==> src/rtl/idli_nibble_ser_m.sv <==
// Instruction nibble serializer: streams a 16-bit instruction word, plus an optional
// 16-bit immediate, one nibble per cycle towards the decoder.
// Optional feature macro: IDLI_SER_PARITY_EN adds o_ser_par, the instruction parity bit
// shown alongside the final nibble of each instruction.
module idli_nibble_ser_m #(
   parameter bit          LSB_FIRST = 1'b1,
   parameter int unsigned GAP       = 0
) (
   input  logic        i_ser_gck,
   input  logic        i_ser_rst,
   input  logic [15:0] i_ser_ins,
   input  logic [15:0] i_ser_imm,
   input  logic        i_ser_has_imm,
   input  logic        i_ser_ins_vld,
   output logic        o_ser_ins_rdy,
   output logic [3:0]  o_ser_enc,
   output logic        o_ser_enc_vld,
   input  logic        i_ser_enc_rdy,
   output logic        o_ser_sot,
`ifdef IDLI_SER_PARITY_EN
   output logic        o_ser_par,
`endif
   output logic        o_ser_busy
);

   typedef enum logic [1:0] {StIdle, StIns, StImm, StGap} state_e;

   localparam bit NoGap = (GAP == 0);
   // The IDLE cycle that accepts the next word is the last of the GAP idle cycles,
   // so the GAP state itself only lasts GAP-1 cycles.
   localparam logic [2:0] GapLast = (GAP > 1) ? 3'(GAP - 2) : 3'd0;

   state_e      state_q;
   logic [1:0]  cnt_q;
   logic [2:0]  gap_cnt_q;
   logic [15:0] ins_q;
   logic [15:0] imm_q;
   logic        has_imm_q;
   logic [3:0]  enc_q;
   logic        vld_q;
   logic        sot_q;
   logic        busy_q;

   logic xfer;
   logic last_nib;
   logic ins_rdy;
   logic accept;

   // Nibble idx of a word in stream order.
   function automatic logic [3:0] nib(input logic [15:0] w, input logic [1:0] idx);
      logic [1:0] k;
      k = LSB_FIRST ? idx : 2'd3 - idx;
      unique case (k)
         2'd0:    return w[3:0];
         2'd1:    return w[7:4];
         2'd2:    return w[11:8];
         default: return w[15:12];
      endcase
   endfunction

   // Handshakes; ready may rise during the final nibble transfer for a bubble-free stream.
   always_comb begin
      xfer     = vld_q && i_ser_enc_rdy;
      last_nib = (cnt_q == 2'd3) &&
                 ((state_q == StIns && !has_imm_q) || state_q == StImm);
      ins_rdy  = (state_q == StIdle) || (NoGap && xfer && last_nib);
      accept   = i_ser_ins_vld && ins_rdy;
   end

   // Serializer FSM with registered nibble outputs.
   always_ff @(posedge i_ser_gck) begin
      if (i_ser_rst) begin
         state_q   <= StIdle;
         cnt_q     <= 2'd0;
         gap_cnt_q <= 3'd0;
         ins_q     <= 16'h0;
         imm_q     <= 16'h0;
         has_imm_q <= 1'b0;
         enc_q     <= 4'h0;
         vld_q     <= 1'b0;
         sot_q     <= 1'b0;
         busy_q    <= 1'b0;
      end else if (accept) begin
         state_q   <= StIns;
         cnt_q     <= 2'd0;
         ins_q     <= i_ser_ins;
         imm_q     <= i_ser_imm;
         has_imm_q <= i_ser_has_imm;
         enc_q     <= nib(i_ser_ins, 2'd0);
         vld_q     <= 1'b1;
         sot_q     <= 1'b1;
         busy_q    <= 1'b1;
      end else begin
         unique case (state_q)
            StIdle: ;
            StIns, StImm: begin
               if (xfer) begin
                  sot_q <= 1'b0;
                  if (cnt_q != 2'd3) begin
                     cnt_q <= cnt_q + 2'd1;
                     enc_q <= nib((state_q == StIns) ? ins_q : imm_q, cnt_q + 2'd1);
                  end else if (state_q == StIns && has_imm_q) begin
                     state_q <= StImm;
                     cnt_q   <= 2'd0;
                     enc_q   <= nib(imm_q, 2'd0);
                  end else if (GAP > 1) begin
                     state_q   <= StGap;
                     cnt_q     <= 2'd0;
                     gap_cnt_q <= 3'd0;
                     enc_q     <= 4'h0;
                     vld_q     <= 1'b0;
                  end else begin
                     state_q <= StIdle;
                     cnt_q   <= 2'd0;
                     enc_q   <= 4'h0;
                     vld_q   <= 1'b0;
                     busy_q  <= 1'b0;
                  end
               end
            end
            StGap: begin
               if (gap_cnt_q == GapLast) begin
                  state_q <= StIdle;
                  busy_q  <= 1'b0;
               end else begin
                  gap_cnt_q <= gap_cnt_q + 3'd1;
               end
            end
            default: state_q <= StIdle;
         endcase
      end
   end

   assign o_ser_ins_rdy = ins_rdy;
   assign o_ser_enc     = enc_q;
   assign o_ser_enc_vld = vld_q;
   assign o_ser_sot     = sot_q;
   assign o_ser_busy    = busy_q;

`ifdef IDLI_SER_PARITY_EN
   logic par_q;
   logic fin_nxt;

   // Next nibble shown is the final one of the instruction.
   assign fin_nxt = xfer && (cnt_q == 2'd2) &&
                    (state_q == StImm || (state_q == StIns && !has_imm_q));

   // Parity is raised with the final nibble and held through any stall on it.
   always_ff @(posedge i_ser_gck) begin
      if (i_ser_rst) begin
         par_q <= 1'b0;
      end else if (accept) begin
         par_q <= 1'b0;
      end else if (fin_nxt) begin
         par_q <= (^ins_q) ^ (has_imm_q & (^imm_q));
      end else if (xfer) begin
         par_q <= 1'b0;
      end
   end

   assign o_ser_par = par_q;
`endif

endmodule

==> config.mk <==
export PLATFORM = sky130hd
export DESIGN_NAME = idli_nibble_ser_m
export DESIGN_NICKNAME = d
export VERILOG_FILES = /design/src/rtl/idli_nibble_ser_m.sv
export SDC_FILE = /design/constraint.sdc
export NUM_CORES = 1
export LEC_CHECK = 0
export CAP_MARGIN = 15
export CORE_MARGIN = 2
export CORE_UTILIZATION = 48
export CTS_BUF_LIST = sky130_fd_sc_hd__clkbuf_8
export DETAILED_ROUTE_END_ITERATION = 10
export PLACE_DENSITY = 0.78
export SYNTH_ARGS = -nofsm -noshare
export SYNTH_HDL_FRONTEND = slang
export SYNTH_SLANG_ARGS = --single-unit
==> constraint.sdc <==
create_clock -name i_ser_gck -period 1.9 [get_ports i_ser_gck]
set_clock_uncertainty 0.05 [all_clocks]
set_input_delay 0.38 -clock i_ser_gck [delete_from_list [all_inputs] [get_ports i_ser_gck]]
set_output_delay 0.38 -clock i_ser_gck [all_outputs]
set_load 0.005 [all_outputs]
==> reports/qor.csv, run 1 <==
metric,value,unit
critical path cell sequence,inv_2 -> ha_4 -> nor2b_4 -> o2111a_1 -> or2_4 -> buf_6,
initial antenna violation count,0,
Overflow after GRT,0,
max cap viols,0,
Slowest Stage Delay on Critical Path,0.35,ns
Relative slew margins,74.58,%
die height,71.79,um
Core ar.,4384,sq um
synth cell count leaders,"nand2_1, dfxtp_1, a21oi_1",
Ys Warns,0,
clock sink count,47,
CP Capture Type,primary output,
H-tree depth,2,
"Req. time, crit path",1.47,ns
# DRC,0,
critical setup path kind,register to primary output,
failing checks,setup timing,
HPWL after DPL,3615,um
Layout area overhead,49.80,%
layout cell share with drive strength beyond 1,22.55,%
cell row count,24,
first-pass GRT wire length,8769,um
Die Area,5154,sq um
multi-input combinational cell area,1286,sq um
worst r2r src,state_q[1]$_SDFFE_PP0P_,
Synth Flop Type,dfxtp_1,
placed cell areas,2851,sq um
"Hold Violations, Final",0,
Synth async-reset ratio,0,%
Worst-Skew Late Latency,0.31,ns
Worst Max-Slew Pin Slew,0.3813,ns
Synth area leader,dfxtp_1,
Initial Util,50.31,%
Min Hold Slack,0.4106,ns
Synth top area share,42.65,%
RSZ-0062 raised after global routing,yes,
area of the mapped netlist,2206,sq um
final cycle utilization of the critical path,106.3,%
clk root buf,clkbuf_8,
Leakage,1.324,nW
Antenna Cells,0,
number of flops mapped to enable cells by yosys,0,
PwrDens,732.8,nW/um^2
Design Power,0.002422,W
CTS max path bufs,2,
syn nets,317,
maximum achievable frequency,495.2,MHz
Crit-path slowest cell,dfxtp_2,
Total GRT Usage,21.31,%
sequential fraction of the synthesis area,42.65,%
final setup fails,8,
hold crit path type,register to register,
DRT Wirelength,6100,um
WHS Path Cells,2,
Synth Area per Inst,8.200,sq um
"delay-heaviest family, CP",simple AND/OR/NAND/NOR gates,
Final Util,75.37,%
die span in x,71.79,um
Placer Congestion,0.8145,
FF-to-FF path depth,9,
CP max FO,2,
CP startpoint kind,register,
wire per inst,15.68,um
Nets,384,
post-route ant nets,0,
status,"finished, violations left",
Storage cell area,947.2,sq um
min-delay src,imm_q[14]$_SDFFE_PP0P_,
post-route cell area,3304,sq um
number of buffers created by CTS,5,
Slew Limit Fails,0,
DRT iter0 DRCs,181,
"count leader, synth",nand2_1,
pin count of the biggest net entering global routing,48,
reg2reg end,o_ser_enc[0]$_SDFFE_PP0P_,
fillcell total,286,
vias in the first global route,2028,
Setup WS post-layout,-0.1195,ns
CP arrival,1.59,ns
CTS tree,yes,
Buf/Inv on CP,2,
end point of the worst hold path,imm_q[14]$_SDFFE_PP0P_,
Pre-Repair DR Iteration Count,4,
Yosys reg bits,47,
via count,2171,
r2r setup slk,-0.08,ns
Via density,5.581,
"Distinct cells, synth",32,
"Clk pin slew, worst setup/hold paths",0.08,ns
Synth area leaders,"dfxtp_1, nand2_1, a21oi_1",
setup_tns,-0.3409,ns
Mapped Cells,269,
Peak VDD IR,0.0004962,V
Buffers on Ports,44,
IO Pins,45,
minimum clock period,2.020,ns
-- tightest hold or removal path, cell delays in order, from the launching register on --
cell,delay [ns]
dfxtp_1,0.32
nand2_1,0.05
a21oi_1,0.05
-- cells by family after synthesis --
logic type / count (synthesis) / synth area share [%]
multiplexers: 10 / 4.935
flip-flops: 47 / 42.65
adder cells (fa/ha/maj): 11 / 6.239
AND/OR/NAND/NOR: 101 / 19.06
AO/OA/AOI/OAI: 71 / 20.59
buffers and inverters: 27 / 5.728
XOR/XNOR: 2 / 0.7942
-- worst max-delay path by stage --
stage	start	end	slack, ns	cells after the start
after floorplan	state_q[1]$_SDFFE_PP0P_	o_ser_enc[2]$_SDFFE_PP0P_	0.006	7
after global placement	i_ser_enc_rdy	o_ser_ins_rdy	-0.23	4
after detailed placement	i_ser_enc_rdy	o_ser_ins_rdy	-0.24	4
after CTS	state_q[1]$_SDFFE_PP0P_	o_ser_ins_rdy	-0.1	6
after global routing	state_q[1]$_SDFFE_PP0P_	o_ser_enc[0]$_SDFFE_PP0P_	-0.17	9
final	state_q[1]$_SDFFE_PP0P_	o_ser_ins_rdy	-0.12	6
-- metrics by stage --
step,std cells,setup slack [ns]
2_1_floorplan,269,0.006022
3_3_place_gp,370,-0.2299
3_5_place_dp,370,-0.2363
4_1_cts,379,-0.09813
5_1_grt,389,-0.1693
6_report,389,-0.1195
-- cells in the final DEF (no fill, tap or decap), types with 2 or more instances in the layout --
cell | synthesis | final
clkbuf_16 | 0 | 3
a2111o_1 | 4 | 4
mux2i_1 | 6 | 6
mux2_4 | 1 | 2
ha_4 | 0 | 2
dfxtp_2 | 0 | 2
a221oi_2 | 1 | 7
dfxtp_1 | 47 | 44
a22oi_1 | 4 | 4
clkdlybuf4s50_1 | 0 | 43
o21ai_0 | 3 | 3
nor3_1 | 9 | 7
a21oi_2 | 0 | 6
inv_1 | 8 | 8
a221oi_1 | 12 | 6
nor2_1 | 8 | 8
ha_2 | 0 | 2
nand2_1 | 70 | 69
nand3_1 | 6 | 5
xnor2_1 | 2 | 2
clkbuf_8 | 0 | 5
mux2_2 | 3 | 2
a21oi_1 | 44 | 38
buf_12 | 0 | 6
nand2b_1 | 2 | 2
ha_1 | 11 | 7
nor3_2 | 0 | 2
buf_6 | 1 | 4
bufinv_16 | 0 | 2
buf_4 | 2 | 23
-- sequential cells by signal, indices dropped and copies added, names as in the netlist --
| name | flops |
|---|---|
| o_ser_sot | 1 |
| ins_q | 16 |
| state_q | 2 |
| o_ser_busy | 1 |
| has_imm_q | 1 |
| gap_cnt_q | 3 |
| cnt_q | 2 |
| o_ser_enc_vld | 1 |
| o_ser_enc | 4 |
| imm_q | 16 |
-- power breakdown --
group          leakage, nW  internal [W]  switching [W]  total (W)
Combinational        0.867      0.000278       0.000203   0.000481
Clock               0.0695      0.000520       0.000338   0.000858
Sequential           0.388       0.00104      0.0000404    0.00108
-- layout make-up --
cell class                 count  area share, %
multi-input combinational    195          38.92
timing repair buffer          79          25.52
clock buffer                   5          2.083
sequential                    47          28.66
inverter                       8         0.9087
clock inverter                 3          1.931
tap                           52          1.969
-- metal layers --
metal / up-vias / global-route usage (%) / wire length, um
met5: - / 0 / 0
met2: 85 / 36.01 / 2986
met1: 1011 / 27.47 / 2597
met4: 0 / 7.547 / 94
li1: 1063 / - / -
met3: 12 / 3.516 / 422
-- what timing repair did --
item	4_1_cts	5_1_grt
pin swaps	2	13
endpoints found under the setup margin	6	31
hold buffers	0	0
gates resized for setup	16	27
endpoints found under the hold margin	0	0
gates cloned	0	4
setup buffers	1	6
Power figures use the tool's default switching activity.
==> inputs of run 2 (changes only) <==
CORE_UTILIZATION = 55   (was 48)
DONT_BUFFER_PORTS = 1   (was unset)
PLACE_DENSITY = 0.72   (was 0.78)
==> run 2 against run 1 <==
Compared with the run above:
- the run still ends with setup timing left
- critical path depth rose by 3
- power down 18%
- setup slack better by 0.10 ns
- critical endpoint is now o_ser_enc[1]$_SDFFE_PP0P_
==> reports/qor.csv, run 2 (same netlist as run 1, synthesis figures left out) <==
metric,value,unit,change
layout cell share with drive strength beyond 1,19.71,%,-2.8 points
Slowest Stage Delay on Critical Path,0.34,ns,about the same
CP Capture Type,register,,
reg2reg end,o_ser_enc[1]$_SDFFE_PP0P_,,
Min Hold Slack,0.09398,ns,-0.3166 ns
first-pass GRT wire length,7431,um,-15%
Slew Limit Fails,0,,unchanged
Initial Util,55.95,%,+5.6 points
worst r2r src,state_q[1]$_SDFFE_PP0P_,,
FF-to-FF path depth,9,,unchanged
DRT iter0 DRCs,124,,-31%
"Clk pin slew, worst setup/hold paths",0.08,ns,about the same
launch point of the worst path,state_q[1]$_SDFFE_PP0P_,,
RSZ-0062 raised after global routing,yes,,
Layout area overhead,19.12,%,
IO Pins,45,,unchanged
CP max FO,7,,+5
Pre-Repair DR Iteration Count,4,,unchanged
die height,67.33,um,-6.2%
# DRC,0,,unchanged
"Req. time, crit path",2.03,ns,+0.56 ns
hold crit path type,input pin to register,,
Peak VDD IR,0.0005678,V,+14%
r2r setup slk,-0.02,ns,+0.06 ns
most frequent cells in the layout,"nand2_1, dfxtp_1, a21oi_1, buf_4, nor3_1",,
status,"finished, violations left",,
critical setup path kind,register to register,,
clk root buf,clkbuf_8,,
Die Area,4533,sq um,-12%
final setup fails,3,,-5
via count,1872,,-14%
initial antenna violation count,0,,unchanged
multi-input combinational cell area,1277,sq um,-0.68%
CP arrival,2.05,ns,+0.46 ns
CTS tree,yes,,
Nets,327,,-15%
critical path cell sequence,inv_2 -> ha_4 -> buf_8 -> buf_8 -> a221oi_2 -> a21oi_1 -> a2111o_1 -> a221oi_2 -> nor3_1,,
Buffers on Ports,0,,-100%
H-tree depth,2,,unchanged
Setup WS post-layout,-0.01960,ns,+0.09991 ns
number of buffers created by CTS,5,,unchanged
Worst Max-Slew Pin Slew,0.3496,ns,-0.03167 ns
Overflow after GRT,0,,unchanged
vias in the first global route,1617,,-20%
minimum clock period,1.920,ns,-0.09991 ns
pin count of the biggest net entering global routing,48,,unchanged
final cycle utilization of the critical path,101.0,%,-5.3 points
cell row count,23,,-4.2%
Via density,5.690,,+2.0%
Antenna Cells,0,,unchanged
failing checks,setup timing,,
post-route ant nets,0,,unchanged
die span in x,67.33,um,-6.2%
CP startpoint kind,register,,
CTS max path bufs,2,,unchanged
post-route cell area,2628,sq um,-20%
"Hold Violations, Final",0,,unchanged
Placer Congestion,0.7675,,-5.8%
worst setup path endpoint,o_ser_enc[1]$_SDFFE_PP0P_,,
Leakage,1.026,nW,-23%
fillcell total,331,,+16%
maximum achievable frequency,520.9,MHz,+5.2%
# hold bufs at CTS,0,,unchanged
DRT Wirelength,5009,um,-18%
Design Power,0.001979,W,-18%
clock sink count,47,,unchanged
Worst-Skew Late Latency,0.30,ns,about the same
wire per inst,15.22,um,-2.9%
Core ar.,3943,sq um,-10%
placed cell areas,2346,sq um,-18%
"commonest non-fill, non-tap cell in the layout",nand2_1,,
Storage cell area,947.2,sq um,unchanged
Total GRT Usage,21.80,%,+0.49 points
Crit-path slowest cell,dfxtp_2,,
max cap viols,0,,unchanged
PwrDens,753.3,nW/um^2,+2.8%
Relative slew margins,76.69,%,+2.1 points
HPWL after DPL,3282,um,-9.2%
## run 2: metal layers
layer	track usage, %	share of wire (%)
met4	6.888	1.3
met1	29.98	48
met3	5.833	6.9
met5	0	0
met2	33.29	44
## run 2: final cells by class
| cell class | instances | share of cell area (%) |
|---|---|---|
| repair buffers | 22 | 8.476 |
| flip-flops and latches | 47 | 36.05 |
| inverters | 8 | 1.143 |
| well taps | 50 | 2.381 |
| multi-input cells | 195 | 48.62 |
| clock inverters | 1 | 0.1905 |
| clock buffers | 6 | 3.143 |
## run 2: metrics by stage
stage	worst slack [ns]	std cells	utilization [%]	TNS [ns]
6_report	-0.01960	329	66.65	-0.03361
5_1_grt	-0.07247	329	66.65	-0.2754
4_1_cts	-0.03603	326	62.96	-0.03603
3_5_place_dp	-0.03654	319	59.50	-0.1729
3_3_place_gp	0.01364	319	59.50	0
2_1_floorplan	0.006022	269	-	0
## run 2: report_power, final
group	total [W]	switching, W	internal [W]
Combinational	0.000292	0.000144	0.000148
Sequential	0.00109	0.0000460	0.00104
Clock	0.000599	0.000313	0.000286
Total	0.00198	0.000503	0.00148
## run 2: how the worst min path moves through the flow
| stage | cells past startpoint | to | start | slack [ns] |
|---|---|---|---|---|
| after detailed placement | 2 | imm_q[12]$_SDFFE_PP0P_ | imm_q[12]$_SDFFE_PP0P_ | 0.39 |
| after floorplan | 2 | ins_q[0]$_SDFFE_PP0P_ | ins_q[0]$_SDFFE_PP0P_ | 0.38 |
| after global routing | 1 | gap_cnt_q[2]$_SDFFE_PP0P_ | i_ser_rst | 0.08 |
| final | 1 | gap_cnt_q[2]$_SDFFE_PP0P_ | i_ser_rst | 0.09 |
| after CTS | 1 | ins_q[10]$_SDFFE_PP0P_ | i_ser_rst | 0.09 |
| after global placement | 2 | imm_q[12]$_SDFFE_PP0P_ | imm_q[12]$_SDFFE_PP0P_ | 0.39 |
## run 2: worst max-delay path: cells and delay by family (launching register included)
kind                       cells  cell delay [ns]
adders and majority gates      1             0.16
AOI/OAI and AO/OA              4             0.84
DFF                            1             0.34
buffers and inverters          3             0.32
and+or+nand+nor                1             0.10
## run 2: what timing repair did
action | CTS | global route
gates cloned | 0 | 1
setup buffers | 1 | 2
setup endpoints to repair | 23 | 15
pin swaps | 1 | 6
resized for setup | 11 | 20
==> inputs of run 3 (changes only) <==
SKIP_LAST_GASP = 1   (was unset)
TNS_END_PERCENT = 100   (was unset)
==> run 3 against run 2 <==
Compared with the run above:
- the run still ends with setup timing left
- critical path depth shrank 4
- non-clock buffer count stayed put
- core utilization fell by 0.73 points
==> reports/qor.csv, run 3 (same netlist as run 1, synthesis figures left out) <==
metric,value,unit,change
Antenna Cells,0,,unchanged
final setup fails,1,,-2
"Clk pin slew, worst setup/hold paths",0.08,ns,about the same
"Cell Count, Final, Fillers Out",329,,unchanged
clk root buf,clkbuf_8,,
Nets,327,,unchanged
"Req. time, crit path",1.47,ns,-0.56 ns
CTS max path bufs,2,,unchanged
Worst Max-Slew Pin Slew,0.3422,ns,-0.007412 ns
Initial Util,55.95,%,unchanged
HPWL after DPL,3282,um,unchanged
setup_tns,-0.004902,ns,+0.02871 ns
hold crit path type,input pin to register,,
number of buffers created by CTS,5,,unchanged
via count,1865,,-0.37%
first-pass GRT wire length,7431,um,unchanged
DRT iter0 DRCs,98,,-21%
PwrDens,760.1,nW/um^2,+0.90%
pre-CTS setup slack,-0.03654,ns,unchanged
CP startpoint kind,register,,
wire per inst,15.12,um,-0.72%
RSZ-0062 raised after global routing,yes,,
final cycle utilization of the critical path,100.3,%,-0.77 points
minimum clock period,1.905,ns,-0.01470 ns
max cap viols,0,,unchanged
CP arrival,1.47,ns,-0.58 ns
failing checks,setup timing,,
status,"finished, violations left",,
Final Util,65.92,%,-0.73 points
vias in the first global route,1618,,+0.062%
IO Pins,45,,unchanged
Pre-Repair DR Iteration Count,4,,unchanged
Core ar.,3943,sq um,unchanged
die height,67.33,um,unchanged
Placer Congestion,0.7675,,unchanged
Peak VDD IR,0.0005679,V,about the same
Layout area overhead,17.81,%,
Placed Cells,319,,unchanged
Via density,5.669,,-0.37%
Leakage,1.021,nW,-0.43%
H-tree depth,2,,unchanged
most frequent cells in the layout,"nand2_1, dfxtp_1, a21oi_1, buf_4, nor3_1",,
post-route ant nets,0,,unchanged
CP Capture Type,primary output,,
maximum achievable frequency,525.0,MHz,+0.77%
die span in x,67.33,um,unchanged
critical setup path kind,register to primary output,,
"commonest non-fill, non-tap cell in the layout",nand2_1,,
cell row count,23,,unchanged
CTS tree,yes,,
pin count of the biggest net entering global routing,48,,unchanged
"Hold Violations, Final",0,,unchanged
layout cell share with drive strength beyond 1,19.71,%,unchanged
Design Power,0.001975,W,-0.20%
Total GRT Usage,21.80,%,unchanged
Worst-Skew Late Latency,0.30,ns,about the same
initial antenna violation count,0,,unchanged
Setup WS post-layout,-0.004902,ns,+0.01470 ns
Die Area,4533,sq um,unchanged
Relative slew margins,77.19,%,+0.49 points
CP max FO,3,,-4
clock sink count,47,,unchanged
# DRC,0,,unchanged
Buffers on Ports,0,,unchanged
Slew Limit Fails,0,,unchanged
Overflow after GRT,0,,unchanged
DRT Wirelength,4973,um,-0.72%
run 3: cell counts in the layout (fill, tap and decap cells not counted):
Identical to the previous run, type by type.
run 3: final cells by class:
type	instances	area (sq um)
clock buffer	6	82.58
clock inverter	1	5.005
fill	334	1344
inverter	8	30.03
multi-input combinational	195	1250
sequential	47	945.9
tap	50	62.56
timing repair buffer	22	222.7
run 3: metrics by stage:
stage / hold slack [ns] / instance area [sq um]
after floorplan: 0.3829 / 2208
after global placement: 0.3865 / 2346
after detailed placement: 0.3901 / 2346
after CTS: 0.08649 / 2476
after global routing: 0.08177 / 2599
final: 0.09435 / 2599
run 3: critical path, cell delays in order, from the launching register on:
cell and delay (ns):
dfxtp_2 0.34, inv_2 0.05, ha_4 0.16, nor2b_4 0.12, o2111a_1 0.26, or2_4 0.24
run 3: final timing paths:
path	from	endpoint	slack (ns)	cells after the start
setup reg to reg	state_q[1]$_SDFFE_PP0P_	o_ser_enc[3]$_SDFFE_PP0P_	0.01	7
hold / removal	i_ser_rst	gap_cnt_q[2]$_SDFFE_PP0P_	0.09	1
hold reg to reg	imm_q[15]$_SDFFE_PP0P_	imm_q[15]$_SDFFE_PP0P_	0.40	2
setup / recovery	state_q[1]$_SDFFE_PP0P_	o_ser_ins_rdy	-0.005	5
run 3: per-layer routing:
metal  part of all wire (%)  GRT usage [%]  vias up
met2                     44          33.29       50
met3                    7.0          5.833        5
met1                     48          29.98      855
met4                    1.2          6.888        0
met5                      0              0        -
li1                       -              -      955
run 3: what timing repair did:
item                       CTS  global route
buffers inserted             1             2
setup endpoints to repair   23            15
pin swaps                    1             6
gates cloned                 0             1
resized for setup           10            18
hold buffers                 0             0
run 3: power by group:
group	total (W)	internal (W)	switching, W
sequential	0.00109	0.00104	0.0000454
clock	0.000599	0.000286	0.000313
combinational	0.000289	0.000146	0.000143
